--- src/rtl/alu_arbiter.sv ---
// alu_arbiter -- two requesters share one 16-bit ALU through an
// IDLE -> EXEC -> RESP handshake sequence.
//
// Parameters
//   RR_EN       1 = round-robin between requesters, 0 = requester 0 always wins
// Ports
//   clk, rst    single clock, synchronous active-high reset
//   reqN_valid  requester N has an operation pending (N = 0, 1)
//   reqN_ready  requester N operation accepted this cycle
//   reqN_op     3-bit ALU opcode of requester N
//   reqN_a/b    16-bit operands of requester N
//   rsp_valid   response word is valid
//   rsp_ready   consumer accepts the response
//   rsp_id      requester index that owns the response
//   rsp_result  16-bit ALU result
//   rsp_z/v/n   zero, signed-overflow and negative flags of the result
//
// Timing: an operation accepted in cycle c is executed in cycle c+1 and
// presented in cycle c+2, so back-to-back operations issue 3 cycles apart.

// alu_16 -- purely combinational 16-bit ALU.
//   op      000 add, 001 sub, 010 nand, 011 xor, 100 inc, 101 sra, 110 srl, 111 sll
//   a, b    operands; shifts move a by b[3:0] places
//   result  16-bit result
//   z, v, n zero, signed overflow (add/sub/inc only, else 0), negative
module alu_16 (
  input  logic [2:0]  op,
  input  logic [15:0] a,
  input  logic [15:0] b,
  output logic [15:0] result,
  output logic        z,
  output logic        v,
  output logic        n
);

  localparam logic [2:0] OP_ADD  = 3'b000;
  localparam logic [2:0] OP_SUB  = 3'b001;
  localparam logic [2:0] OP_NAND = 3'b010;
  localparam logic [2:0] OP_XOR  = 3'b011;
  localparam logic [2:0] OP_INC  = 3'b100;
  localparam logic [2:0] OP_SRA  = 3'b101;
  localparam logic [2:0] OP_SRL  = 3'b110;
  localparam logic [2:0] OP_SLL  = 3'b111;

  logic signed [15:0] a_signed;

  // Overflow is the two's-complement sign rule: operands that agree in sign
  // (add) or disagree (sub) must not produce a result of the opposite sign.
  always_comb begin
    a_signed = a;
    result   = 16'h0000;
    v        = 1'b0;
    case (op)
      OP_ADD: begin
        result = a + b;
        v      = (a[15] == b[15]) && (result[15] != a[15]);
      end
      OP_SUB: begin
        result = a - b;
        v      = (a[15] != b[15]) && (result[15] != a[15]);
      end
      OP_NAND: result = ~(a & b);
      OP_XOR:  result = a ^ b;
      OP_INC: begin
        result = a + 16'h0001;
        v      = !a[15] && result[15];
      end
      OP_SRA:  result = a_signed >>> b[3:0];
      OP_SRL:  result = a >> b[3:0];
      OP_SLL:  result = a << b[3:0];
      default: result = 16'h0000;
    endcase
    z = (result == 16'h0000);
    n = result[15];
  end

endmodule

module alu_arbiter #(
  parameter bit RR_EN = 1'b1
) (
  input  logic        clk,
  input  logic        rst,
  input  logic        req0_valid,
  output logic        req0_ready,
  input  logic [2:0]  req0_op,
  input  logic [15:0] req0_a,
  input  logic [15:0] req0_b,
  input  logic        req1_valid,
  output logic        req1_ready,
  input  logic [2:0]  req1_op,
  input  logic [15:0] req1_a,
  input  logic [15:0] req1_b,
  output logic        rsp_valid,
  input  logic        rsp_ready,
  output logic        rsp_id,
  output logic [15:0] rsp_result,
  output logic        rsp_z,
  output logic        rsp_v,
  output logic        rsp_n
);

  localparam logic [1:0] IDLE = 2'd0;
  localparam logic [1:0] EXEC = 2'd1;
  localparam logic [1:0] RESP = 2'd2;

  logic [1:0]  state_q, state_d;
  logic        last_q, last_d;
  logic [2:0]  op_q, op_d;
  logic [15:0] a_q, a_d;
  logic [15:0] b_q, b_d;
  logic        id_q, id_d;
  logic        rsp_id_q, rsp_id_d;
  logic [15:0] rsp_result_q, rsp_result_d;
  logic        rsp_z_q, rsp_z_d;
  logic        rsp_v_q, rsp_v_d;
  logic        rsp_n_q, rsp_n_d;

  logic        grant_id;
  logic        accept;
  logic [15:0] alu_result;
  logic        alu_z, alu_v, alu_n;

  // The ALU only ever sees the latched operand registers, so requesters may
  // change their inputs freely once they have been accepted.
  alu_16 u_alu (
    .op     (op_q),
    .a      (a_q),
    .b      (b_q),
    .result (alu_result),
    .z      (alu_z),
    .v      (alu_v),
    .n      (alu_n)
  );

  // Winner selection. With round-robin a tie goes to the requester that was
  // not served last; a lone requester wins regardless of the pointer.
  // Acceptance is blocked while rst is high so a reset cycle never starts
  // an operation.
  always_comb begin
    grant_id = 1'b0;
    if (RR_EN) begin
      if (req0_valid && req1_valid) grant_id = ~last_q;
      else                          grant_id = req1_valid;
    end else begin
      grant_id = !req0_valid;
    end
    accept     = (state_q == IDLE) && (req0_valid || req1_valid) && !rst;
    req0_ready = accept && !grant_id;
    req1_ready = accept && grant_id;
  end

  // Sequencing: capture the winner's operation on accept, register the ALU
  // output at the end of EXEC, then hold it in RESP until the consumer
  // takes it. rsp_ready outside RESP has no effect.
  always_comb begin
    state_d      = state_q;
    last_d       = last_q;
    op_d         = op_q;
    a_d          = a_q;
    b_d          = b_q;
    id_d         = id_q;
    rsp_id_d     = rsp_id_q;
    rsp_result_d = rsp_result_q;
    rsp_z_d      = rsp_z_q;
    rsp_v_d      = rsp_v_q;
    rsp_n_d      = rsp_n_q;
    case (state_q)
      IDLE: begin
        if (accept) begin
          op_d    = grant_id ? req1_op : req0_op;
          a_d     = grant_id ? req1_a  : req0_a;
          b_d     = grant_id ? req1_b  : req0_b;
          id_d    = grant_id;
          last_d  = grant_id;
          state_d = EXEC;
        end
      end
      EXEC: begin
        rsp_id_d     = id_q;
        rsp_result_d = alu_result;
        rsp_z_d      = alu_z;
        rsp_v_d      = alu_v;
        rsp_n_d      = alu_n;
        state_d      = RESP;
      end
      RESP: begin
        if (rsp_ready) state_d = IDLE;
      end
      default: state_d = IDLE;
    endcase
  end

  // Reset abandons any operation in flight; the pointer restarts at 1 so
  // requester 0 wins the first tie.
  always_ff @(posedge clk) begin
    if (rst) begin
      state_q      <= IDLE;
      last_q       <= 1'b1;
      op_q         <= 3'b000;
      a_q          <= 16'h0000;
      b_q          <= 16'h0000;
      id_q         <= 1'b0;
      rsp_id_q     <= 1'b0;
      rsp_result_q <= 16'h0000;
      rsp_z_q      <= 1'b0;
      rsp_v_q      <= 1'b0;
      rsp_n_q      <= 1'b0;
    end else begin
      state_q      <= state_d;
      last_q       <= last_d;
      op_q         <= op_d;
      a_q          <= a_d;
      b_q          <= b_d;
      id_q         <= id_d;
      rsp_id_q     <= rsp_id_d;
      rsp_result_q <= rsp_result_d;
      rsp_z_q      <= rsp_z_d;
      rsp_v_q      <= rsp_v_d;
      rsp_n_q      <= rsp_n_d;
    end
  end

  assign rsp_valid  = (state_q == RESP);
  assign rsp_id     = rsp_id_q;
  assign rsp_result = rsp_result_q;
  assign rsp_z      = rsp_z_q;
  assign rsp_v      = rsp_v_q;
  assign rsp_n      = rsp_n_q;

endmodule

--- config.mk ---
export PLATFORM = sky130hd
export DESIGN_NAME = alu_arbiter
export DESIGN_NICKNAME = d
export VERILOG_FILES = /design/src/rtl/alu_arbiter.sv
export SDC_FILE = /design/constraint.sdc
export NUM_CORES = 1
export LEC_CHECK = 0
export ABC_AREA = 1
export CAP_MARGIN = 20
export CORE_UTILIZATION = 43
export CTS_BUF_LIST = sky130_fd_sc_hd__clkbuf_4
export DETAILED_ROUTE_END_ITERATION = 8
export PLACE_DENSITY_LB_ADDON = 0.12
export SLEW_MARGIN = 20
export SYNTH_ARGS = -nofsm -noshare
export SYNTH_HDL_FRONTEND = slang
export SYNTH_SLANG_ARGS = --single-unit
--- constraint.sdc ---
create_clock -name clk -period 5.15 [get_ports clk]
set_clock_uncertainty 0.05 [all_clocks]
set_input_delay 0.7725 -clock clk [delete_from_list [all_inputs] [get_ports clk]]
set_output_delay 0.7725 -clock clk [all_outputs]
set_load 0.01 [all_outputs]
# After elaboration in Yosys (flattened, before gate mapping)
# Cells that the tools add are included.
[totals]
ff_bits = 59
latchBits = 0
mem_bits_rw = 0
mem_bits_ro = 0
input_bits = 75
out_inout_bits = 23
n_memories = 0
[classes]
addsub = 3
multipliers = 0
div_mod_pow = 0
magnitude_cmp = 0
n_eq_ne = 15
shift = 3
muxes = 9
bitwise_logic = 4
n_reduce_logical = 17
[ops]
columns = ["operator", "count"]
rows = [
  ["16-bit one-hot mux with 8 select lines", 1],
  ["16-bit two-way mux", 2],
  ["16-bit by 1-bit adder with 16-bit output, second input constant", 1],
  ["16-bit adder", 1],
  ["16-bit bitwise AND", 1],
  ["16-bit logical NOT", 1],
  ["16-bit NOT", 1],
  ["16-bit by 4-bit left shift with 16-bit output", 1],
  ["16-bit by 4-bit right shift with 16-bit output", 1],
  ["16-bit by 4-bit >>> shifter with 16-bit output", 1],
  ["16-bit subtractor", 1],
  ["16-bit bitwise XOR", 1],
  ["3-bit == test, second input constant", 4],
  ["1-bit logical AND", 8],
  ["3-bit by 2-bit == test with 1-bit output, second input constant", 2],
  ["2-bit one-hot mux with 3 select lines", 1],
  ["2-bit two-way mux", 2],
  ["2-bit AND reduction", 2],
  ["3-bit by 1-bit == test with 1-bit output, second input constant", 1],
  ["1-bit logical NOT", 3],
  ["3-bit logical NOT", 1],
  ["3-bit two-way mux", 1],
  ["1-bit inequality test", 3],
  ["1-bit one-hot mux with 3 select lines", 1],
  ["9 further kinds", 9],
]

# Longest topological paths before layout
# Gate-level depths: netlist of the first run.
[depth]
depth_word = 5
depth_mapped = 19

# By module
# Synthesis of the first run repeated with hierarchy kept, for this count alone.
[unflattened]
cells_unflattened = 1329
hier_area_um2 = 7136.8
[modules_own_cells]
columns = ["module", "instances", "cells_per_inst", "area_per_inst_um2", "seq_area_each_um2"]
rows = [
  ["alu_16", 1, 948, 4530.6, 0.0],
  ["alu_arbiter", 1, 381, 2606.2, 1181.1],
]

# Least setup slack after synthesis of the first run
# No wires, ideal clock.
[synth_timing]
kind = "input to output"
start = "input port req1_valid"
end = "output port req1_ready"
arrival_ns = 1.671
required_ns = 4.328
setup_slack_ns = 2.656
stages = 7
path_buffers = 1
cell_sequence = "nor2_1 > nor3_1 > inv_2 > nor2_1 > inv_1 > nor2_4 > buf_2"
[synth_between]
elab_chain_len = 4
[synth_rtl]
columns = ["element", "line_no", "text"]
rows = [
  ["start, declared", "89", "input logic req1_valid,"],
  ["1-bit logical OR", "148", "accept = (state_q == IDLE) && (req0_valid || req1_valid) && !rst;"],
  ["1-bit logical AND (2 in a row)", "148", ""],
  ["1-bit logical AND *", "150", "req1_ready = accept && grant_id;"],
  ["end, declared", "90", "output logic req1_ready,"],
]
# Every way passes the cells marked *; elsewhere a longest branch is shown, timed or not.

# Worst setup path in the final report of the first run
[layout_timing]
start = "input port req1_valid"
end = "output port req0_ready"
[layout_between]
elab_chain_len = 4
[layout_rtl]
columns = ["element", "line_no", "text"]
rows = [
  ["1-bit logical AND / 1-bit logical OR (equally long branches)", "143, 148", ""],
  ["1-bit two-way mux / 1-bit logical AND (equally long branches)", "143, 148", ""],
  ["1-bit logical NOT / 1-bit logical AND (equally long branches)", "149, 148", ""],
  ["1-bit logical AND *", "149", "req0_ready = accept && !grant_id;"],
  ["end, declared", "85", "output logic req0_ready,"],
]
# Marks and branches as above.

==> results of run 1 <==
tightest hold or removal path: stages, from the launching register on:
cell and delay, ns:
dfxtp_1 0.34, o22ai_1 0.08, inv_1 0.05
layer usage:
metal / share of wire, % / track usage, %
met1: 43 / 46.1
met2: 42 / 50.6
met3: 11 / 7.63
met4: 3.6 / 13.5
met5: 0 / 0
layout by cell type, fill, tap and decap left out, drive strengths merged, types with 29 or more instances in the layout:
cell type	count
o21ai	30
dfxtp	58
ha	34
nand2	447
nand3	181
a31oi	29
clkdlybuf4s50	97
inv	121
a21oi	47
nor2	139
state kept, by name (all words and copies together) (netlist names):
signal	flops
a_q	16
state_q	2
rsp_v	1
op_q	3
id_q	1
rsp_result	16
last_q	1
b_q	16
rsp_z	1
rsp_id	1
cell families (layout without fill, tap and decap cells):
kind of cell	count (synthesis)	after routing	share of synthesized area [%]
buffers and inverters	177	249	11.6
xor gates and xnor gates	4	4	0.522
adders and majority gates	36	36	6.94
DFF	58	58	17.3
other	0	1	0
and+or+nand+nor	804	804	51.4
AOI/OAI and AO/OA	138	138	12.2
area by class of cell:
cell class	instances	area share [%]
diodes	1	0.0318
clock inverters	6	1.03
inverters	123	5.94
multi-input cells	982	60.7
flip-flops and latches	58	14.8
repair buffers	110	13.6
well taps	188	2.99
clock buffers	10	0.955
power by group:
group | switching (mW) | leakage (nW) | internal, mW | total [mW]
registers | 0.0555 | 0.475 | 0.487 | 0.543
clock network | 0.173 | 0.0838 | 0.199 | 0.372
logic | 0.542 | 3.18 | 0.291 | 0.832
how the worst max path moves through the flow:
| stage | startpoint | endpoint | slack, ns | depth (start not counted) |
|---|---|---|---|---|
| floorplan | req1_valid | req1_ready | 2.66 | 7 |
| global placement | req1_valid | req0_ready | 1.66 | 8 |
| detailed placement | req1_valid | req0_ready | 1.62 | 8 |
| CTS | req1_valid | req0_ready | 1.61 | 8 |
| global route | req1_valid | req1_ready | 1.39 | 8 |
| finish | req1_valid | req0_ready | 1.62 | 8 |
metrics by stage:
step / area (sq um) / setup slack [ns] / std cells / utilization [%] / total power, mW
2_1_floorplan: 6710 / 2.66 / 1217 / - / 1.07
3_3_place_gp: 7700 / 1.66 / 1461 / 50.7 / 1.35
3_5_place_dp: 7700 / 1.62 / 1461 / 50.7 / 1.36
4_1_cts: 7860 / 1.61 / 1477 / 51.7 / 1.73
5_1_grt: 7860 / 1.39 / 1478 / 51.7 / 1.86
6_report: 7860 / 1.62 / 1478 / 51.7 / 1.75
==> results.md, run 1 <==
- Distinct cells, synth: 44
- CTS Hold Bufs: 0
- FF+latch area: 0.00116 sq mm
- Cell Pwr Density: 222 mW/mm^2
- Reg2reg path depth: 17
- CP endpoint kind: output pin
- R2r setup slk: 1.87 ns
- First-pass GRT wire length: 41.6 mm
- Initial antenna violation count: 1
- # setup viols final: 0
- Gpl congestion: 1.00
- Vias in the first global route: 7583
- Die area: 0.0161 sq mm
- Most common cell in the netlist: nand2_1
- Synth top area share: 24.5%
- Largest net degree at the start of global routing: 45
- Top cells by area, synth: nand2_1 (25%), dfxtp_1 (17%), nand3_1 (13%), nor2_1 (7.3%), ha_1 (6.3%)
- Layout cells sized above 1: 5.51%
- Hold slack final: 0.449 ns
- Crit start category: primary input
- Final Net Count: 1395
- # DRC: 0
- Final Max Tran Viols: 0
- IO Count: 98
- Hold Path Sink: last_q
- Clk root buf: clkbuf_4
- Netlist Area Pre-Place: 0.00671 sq mm
- Reg-to-Reg Start: b_q[2]
- Via density: 5.64
- Hold Path Class: register to register
- Sequential share of the synthesized area: 17.3%
- GRT Total Usage: 33.6%
- Number of synthesized flops with an enable pin: 0
- Filler Cells Inserted: 1640
- Synthesized area per cell: 5.51 sq um
- Clock slew at reported path FFs: 0.09 ns
- Clock buffer depth: 2
- Largest delay contributor family on the critical path: buffers and inverters
- Commonest cells post-synth: nand2_1 (438), nand3_1 (172), nor2_1 (131)
- Fraction of registers with async set or reset after synthesis: 0%
- Wirelength per Cell: 18.1 microns
- Synth Instances: 1217
- Multi-input logic area: 0.00477 sq mm
- Hold path start: last_q
- Total gr overflow: 0
- CP Data Arrival Time: 2.71 ns
- Cell Chain, Critical Path: clkdlybuf4s50_1 > nor2_1 > nor3_1 > inv_2 > nor2_1 > inv_1 > nor2_4 > clkdlybuf4s50_1
- Inserted Clock Buffers: 9
- Fmax: 283 MHz
- CP max-delay cell: clkdlybuf4s50_1
- Clk sinks: 58
- H-tree Lvls: 3
- Area growth from synthesis to layout: 17.2%
- Drt initial violations: 886
- TritonCTS clock tree: built
- Worst hold path depth: 2
- Postcts setup bufs: 0
- TritonRoute pass-1 iters: 5
- Core ar.: 0.0152 sq mm
- Count of buffer and inverter cells on the critical path: 4
- Critical Path RT: 4.33 ns
- Leak pwr: 3.74 nW
- DIE WIDTH: 127 microns
- Ys Warns: 0
- Worst R2R End: rsp_z
- Actual slew at the worst max-slew pin: 0.843 ns
- Fin. Hold Viols: 0
- Synth Net Count: 1328
- Fin crit share: 68.5%
- Vias: 8329
- Starting Density: 44.1%
- WS Path Type: primary input to output pin
- Min Tclk post-route: 3.53 ns
- Rel. slew slack: 43.6%
- Worst vdd ir: 148 uV
- Cell Rows: 45
- Antenna-violating nets left: 0
- Main synth FF type: dfxtp_1
- I/O Buffers: 97
- PostCTS Resize Cnt: 0
- Register bit count reported by yosys: 58
- Clk Latency, worst-skew pair: 0.41 ns
- Largest stage delay on the critical path: 0.55 ns
- CP max FO: 11
- Status: finished, final reports clean
- MaxCap Viol Count: 0
- HPWL Detailed: 21.1 mm
- Unrepaired setup endpoints after global routing: false
- Setup TNS: 0 ns
- Post-detailed-routing wire length: 26.8 mm
- Post-synth top area cell: nand2_1
- Die Ht: 127 microns
No activity file was read; power rests on OpenSTA's default activity.
==> run 2: changes to the inputs <==
==> constraint.sdc (replaced) <==
create_clock -name clk -period 3.6 [get_ports clk]
set_clock_uncertainty 0.05 [all_clocks]
set_input_delay 0.54 -clock clk [delete_from_list [all_inputs] [get_ports clk]]
set_output_delay 0.54 -clock clk [all_outputs]
set_load 0.01 [all_outputs]
==> results.md, run 2 (synthesized netlist as in run 1, its figures left out) <==
- Largest delay contributor family on the critical path: simple AND/OR/NAND/NOR gates
- Postcts setup bufs: 0 (unchanged)
- Vias: 8329 (unchanged)
- Cell Chain, Critical Path: nand2_1 > nor2_4 > nand3_2 > nor2_1 > nand2_1 > nor4_1 > ha_1 > nand3b_1 > nand3_1 > nor2_1 > nand2_1 > nor2_1 > nand3_1 > a21oi_1 > nand2_1 > nor2_1 > nand3_1 > a21oi_2
- Critical Path RT: 3.90 ns (-0.43 ns)
- Wirelength per Cell: 18.0 microns (-0.80%)
- Largest net degree at the start of global routing: 45 (unchanged)
- Clock buffer depth: 2 (unchanged)
- Fin. Hold Viols: 0 (unchanged)
- Core ar.: 0.0152 sq mm (unchanged)
- Clk root buf: clkbuf_4
- Post-detailed-routing wire length: 26.7 mm (-0.40%)
- Layout cells sized above 1: 6.02% (+0.52 points)
- Reg2reg path depth: 18 (+1)
- CP max-delay cell: dfxtp_1
- Clk sinks: 58 (unchanged)
- Hold path start: rsp_id
- Actual slew at the worst max-slew pin: 0.684 ns (-0.159 ns)
- Worst hold path depth: 2 (unchanged)
- Drt initial violations: 832 (-6.1%)
- Count of buffer and inverter cells on the critical path: 0 (-4)
- Crit start category: register
- Setup TNS: 0 ns (unchanged)
- First-pass GRT wire length: 41.7 mm (+0.27%)
- Total gr overflow: 0 (unchanged)
- Clk Latency, worst-skew pair: 0.42 ns (about the same)
- HPWL Detailed: 21.3 mm (+1.1%)
- Commonest cells after routing, fill and taps aside: nand2_1 (438), nand3_1 (172), nor2_1 (131), inv_1 (110), clkdlybuf4s50_1 (97)
- # setup viols final: 0 (unchanged)
- CP Data Arrival Time: 3.62 ns (+0.91 ns)
- Clock slew at reported path FFs: 0.11 ns (+0.02 ns)
- Status: finished, final reports clean
- TritonCTS clock tree: built
- Final Net Count: 1401 (+0.43%)
- Inserted Clock Buffers: 9 (unchanged)
- CP max FO: 8 (-3)
- # DRC: 0 (unchanged)
- Antenna-violating nets left: 0 (unchanged)
- Leak pwr: 3.77 nW (+0.68%)
- Placed cell count: 1467 (+0.41%)
- Unrepaired setup endpoints after global routing: false
- Min Tclk post-route: 3.32 ns
- Initial antenna violation count: 1 (unchanged)
- DIE WIDTH: 127 microns (unchanged)
- Fmax: 301 MHz
- Reg-to-Reg Start: a_q[4]
- WS Path Type: register to register
- Pwr Total: 2.50 mW (+43%)
- Via density: 5.61 (-0.40%)
- Starting Density: 44.1% (unchanged)
- Die area: 0.0161 sq mm (unchanged)
- Cell Rows: 45 (unchanged)
- Gpl congestion: 1.04 (+3.7%)
- R2r setup slk: 0.28 ns (-1.59 ns)
- Die Ht: 127 microns (unchanged)
- Filler Cells Inserted: 1655 (+0.91%)
- IO Count: 98 (unchanged)
- Hold slack final: 0.454 ns (+0.00511 ns)
- PostCTS Resize Cnt: 0 (unchanged)
- I/O Buffers: 97 (unchanged)
- Worst vdd ir: 269 uV (+82%)
- Critical Path Source: a_q[4]
- Vias in the first global route: 7703 (+1.6%)
- Hold Path Class: register to register
- GRT Total Usage: 33.9% (+0.28 points)
- CP endpoint kind: register
- Rel. slew slack: 54.1% (+11 points)
- Fin crit share: 92.3%
- Largest stage delay on the critical path: 0.67 ns (+0.12 ns)
- Cell Pwr Density: 316 mW/mm^2 (+42%)
- Worst R2R End: rsp_z
- CTS Hold Bufs: 0 (unchanged)
- TritonRoute pass-1 iters: 5 (unchanged)
- Fin cells: 1484 (+0.41%)
- Commonest non-fill, non-tap cell in the layout: nand2_1
- Final Max Tran Viols: 0 (unchanged)
- MaxCap Viol Count: 0 (unchanged)
- Area growth from synthesis to layout: 17.9%
- Hold Path Sink: rsp_id
- H-tree Lvls: 3 (unchanged)
-- run 2: changes by cell type in the layout (fill, tap and decap cells not counted) --
cell,before,now
buf_4,13,19
clkbuf_4,10,9
clkinv_1,3,2
clkinv_4,0,1
clkinvlp_4,1,2
-- run 2: worst max-delay path by stage --
stage / to / depth (start not counted)
2_1_floorplan: rsp_z / 18
3_3_place_gp: rsp_z / 18
3_5_place_dp: rsp_z / 18
4_1_cts: rsp_z / 18
5_1_grt: rsp_z / 18
6_report: rsp_z / 18
-- run 2: area by class of cell --
type                    count  area [sq um]  area share [%]
multi-input cells         982          4770            60.3
flip-flops and latches     58          1160            14.7
repair buffers            116          1110            14.1
inverters                 123           467            5.90
well taps                 188           235            2.97
clock inverters             7          93.8            1.19
clock buffers               9          67.6           0.854
diodes                      1          2.50          0.0316
-- run 2: through the flow --
stage | util, % | area, sq um | setup slack [ns]
5_1_grt | 52.0 | 7910 | 0.0397
3_3_place_gp | 50.9 | 7740 | 0.403
2_1_floorplan | - | 6710 | 1.28
6_report | 52.0 | 7910 | 0.278
4_1_cts | 52.0 | 7910 | 0.388
3_5_place_dp | 50.9 | 7740 | 0.413
-- run 2: layer usage --
| metal | GRT usage, % | vias up | wire [microns] |
|---|---|---|---|
| li1 | - | 4128 | - |
| met4 | 14.8 | 0 | 1080 |
| met1 | 46.3 | 3734 | 12100 |
| met3 | 6.33 | 55 | 2430 |
| met2 | 51.6 | 412 | 11100 |
| met5 | 0 | - | 0 |
-- run 2: where the power goes --
part	switching (mW)	total, mW	internal, mW
logic	0.758	1.18	0.421
clock network	0.255	0.535	0.280
registers	0.0927	0.789	0.697
-- run 2: tightest hold or removal path, cell delays in order, from the launching register on --
cell     delay [ns]
dfxtp_1        0.33
nor2_1         0.09
nor2_1         0.05
==> run 3: changes to the inputs <==
--- a/config.mk
+++ b/config.mk
@@ -11,7 +11,9 @@
 export CTS_BUF_LIST = sky130_fd_sc_hd__clkbuf_4
 export DETAILED_ROUTE_END_ITERATION = 8
 export PLACE_DENSITY_LB_ADDON = 0.12
+export SKIP_LAST_GASP = 1
 export SLEW_MARGIN = 20
 export SYNTH_ARGS = -nofsm -noshare
 export SYNTH_HDL_FRONTEND = slang
+export SYNTH_HIERARCHICAL = 1
 export SYNTH_SLANG_ARGS = --single-unit
==> results.md, run 3 <==
- Portion of netlist area occupied by mux cells: 0% (unchanged)
- Cell Pwr Density: 318 mW/mm^2 (+0.50%)
- Synth Instances: 1329 (+9.2%)
- Cell Chain, Critical Path: inv_1 > ha_1 > fa_1 > inv_1 > nand3_1 > nand3_1 > a21oi_1 > nor2_1 > nand2_1 > nor2_1 > nand2_1 > nor2_1 > nand2_1 > nor2_2 > o21ai_0 > nor2_1
- Fmax: 333 MHz (+10%)
- Worst vdd ir: 207 uV (-23%)
- Setup WS post-layout: 0.594 ns (+0.316 ns)
- Leak pwr: 4.24 nW (+12%)
- Netlist Area Pre-Place: 0.00714 sq mm (+6.4%)
- First-pass GRT wire length: 42.0 mm (+0.64%)
- Most common cell in the netlist: nand2_1
- Fin cells: 1619 (+9.1%)
- Main combinational cell family by area after synthesis: simple AND/OR/NAND/NOR gates
- Clk Latency, worst-skew pair: 0.43 ns (about the same)
- Initial antenna violation count: 0 (-1)
- Actual slew at the worst max-slew pin: 0.817 ns (+0.134 ns)
- Total gr overflow: 0 (unchanged)
- IO Count: 98 (unchanged)
- DIE WIDTH: 131 microns (+3.1%)
- CTS Hold Bufs: 0 (unchanged)
- PostCTS Resize Cnt: 0 (unchanged)
- Status: finished, final reports clean
- Distinct cells, synth: 39 (-11%)
- Unrepaired setup endpoints after global routing: false
- Commonest cells post-synth: nand2_1 (486), nand3_1 (202), nor2_1 (142)
- GRT Total Usage: 32.7% (-1.2 points)
- Wirelength per Cell: 16.9 microns (-6.3%)
- Synth Net Count: 1441 (+8.5%)
- Layout cells sized above 1: 5.84% (-0.18 points)
- Count of buffer and inverter cells on the critical path: 2 (+2)
- Setup TNS: 0 ns (unchanged)
- Drt initial violations: 1046 (+26%)
- Largest stage delay on the critical path: 0.53 ns (-0.14 ns)
- Commonest cells after routing, fill and taps aside: nand2_1 (486), nand3_1 (202), nor2_1 (142), inv_1 (124), clkdlybuf4s50_1 (97)
- Area growth from synthesis to layout: 17.4%
- Postcts setup bufs: 0 (unchanged)
- TritonRoute pass-1 iters: 7 (+2)
- CP max FO: 8 (unchanged)
- Placement Setup Slack: 0.716 ns (+0.303 ns)
- Ys Warns: 6 (+6)
- WS Path Type: register to register
- H-tree Lvls: 3 (unchanged)
- Commonest non-fill, non-tap cell in the layout: nand2_1
- Largest delay contributor family on the critical path: simple AND/OR/NAND/NOR gates
- Synthesized area per cell: 5.37 sq um (-2.6%)
- Clk sinks: 59 (+1.7%)
- Placed cell count: 1603 (+9.3%)
- I/O Buffers: 97 (unchanged)
- Antenna-violating nets left: 0 (unchanged)
- Number of synthesized flops with an enable pin: 0 (unchanged)
- Synth top area share: 25.6% (+1.1 points)
- Die area: 0.0171 sq mm (+6.3%)
- Starting Density: 44.4% (+0.32 points)
- Clock buffer depth: 2 (unchanged)
- CP Data Arrival Time: 3.32 ns (-0.30 ns)
- Synth Area in Compound Gates: 10.6% (-1.6 points)
- Clock slew at reported path FFs: 0.12 ns (about the same)
- Fraction of registers with async set or reset after synthesis: 0% (unchanged)
- HPWL Detailed: 21.5 mm (+1.0%)
- Inserted Clock Buffers: 9 (unchanged)
- CP max-delay cell: dfxtp_1
- Clk root buf: clkbuf_4
- Vias: 8914 (+7.0%)
- Register bit count reported by yosys: 59 (+1.7%)
- Gpl congestion: 0.997 (-4.2%)
- CP endpoint kind: register
- Crit start category: register
- # setup viols final: 0 (unchanged)
- Antenna cells: 0 (-1)
- Fin. Hold Viols: 0 (unchanged)
- Cell Rows: 46 (+2.2%)
- # DRC: 0 (unchanged)
- Sequential share of the synthesized area: 16.5% (-0.76 points)
- Synth Area in Simple Gates: 53.2% (+1.8 points)
- Vias in the first global route: 7750 (+0.61%)
- Post-detailed-routing wire length: 27.3 mm (+2.3%)
- MaxCap Viol Count: 0 (unchanged)
- Min Tclk post-route: 3.01 ns (-0.316 ns)
- Via density: 5.51 (-1.9%)
- Final Max Tran Viols: 0 (unchanged)
- Fin crit share: 83.5% (-8.8 points)
- Rel. slew slack: 45.1% (-9.0 points)
- Top cells by area, synth: nand2_1 (26%), dfxtp_1 (17%), nand3_1 (14%), nor2_1 (7.5%), inv_1 (6.5%)
- Placed Area: 0.00819 sq mm (+5.8%)
- Die Ht: 131 microns (+3.1%)
- Main synth FF type: dfxtp_1
- Largest net degree at the start of global routing: 37 (-18%)
- Post-route cell area: 0.00838 sq mm (+5.9%)
- Most numerous cell on the critical path: nor2_1
- Hold Path Class: register to register
- Post-synth top area cell: nand2_1
- Synth Area in Adders: 6.70% (-0.24 points)
- Core ar.: 0.0161 sq mm (+5.6%)
- Synth Area in XOR/XNOR: 0.491% (-0.031 points)
- Final Net Count: 1510 (+7.8%)
- TritonCTS clock tree: built
- Critical Path RT: 3.91 ns (about the same)
==> run 3: cell count changes after synthesis, moves of 11 or more <==
cell,change
a31oi_1,-29
inv_1,+14
nand2_1,+48
nor2_1,+11
a21oi_1,+25
nand3_1,+30
==> run 3: kinds of logic (layout without fill, tap and decap cells) <==
kind of cell    Yosys count  after routing
buf+inv                 198            272
fa+ha+maj                37             37
flops                    59             59
compound gates          138            138
simple gates            893            893
xor+xnor                  4              4
==> run 3: area by class of cell <==
type                            instances  area [sq um]
Fill cell                            1815          7680
Multi-Input combinational cell       1072          5070
Clock inverter                          7           116
Timing Repair Buffer                  123          1170
Clock buffer                            9          67.6
Inverter                              133           504
Sequential cell                        59          1180
Tap cell                              216           270
==> run 3: final timing paths <==
check | startpoint | to | slack (ns) | cells after the start
worst max-delay path | a_q[0] | rsp_z | 0.59 | 16
worst min-delay path | rsp_result[10] | rsp_result[10] | 0.44 | 2
worst max register to register | a_q[0] | rsp_z | 0.59 | 16
worst min register to register | rsp_result[10] | rsp_result[10] | 0.44 | 2
==> run 3: worst register-to-register path: cells and delay by family, from the launching register on <==
kind	cells	cell delay, ns
simple gates	10	1.21
fa+ha+maj	2	0.64
flops	1	0.53
buf+inv	2	0.31
compound gates	2	0.19
==> run 3: power by group <==
group | switching (mW) | internal [mW]
Sequential | 0.0616 | 0.707
Clock | 0.272 | 0.350
Combinational | 0.823 | 0.450
Total | 1.16 | 1.51
==> run 3: through the flow <==
step           hold WS, ns  power [mW]  util [%]
3_3_place_gp         0.414        2.02      51.0
4_1_cts              0.444        2.64      52.2
6_report             0.441        2.66      52.2
5_1_grt              0.463        2.85      52.2
2_1_floorplan        0.395        1.61         -
3_5_place_dp         0.424        2.02      51.0
==> run 3: routing by layer <==
| layer | GRT usage, % | vias up | wire [microns] |
|---|---|---|---|
| met3 | 9.00 | 68 | 2920 |
| met1 | 44.1 | 3978 | 12000 |
| met4 | 14.6 | 0 | 1120 |
| li1 | - | 4403 | - |
| met2 | 48.2 | 465 | 11200 |
| met5 | 0 | - | 0 |
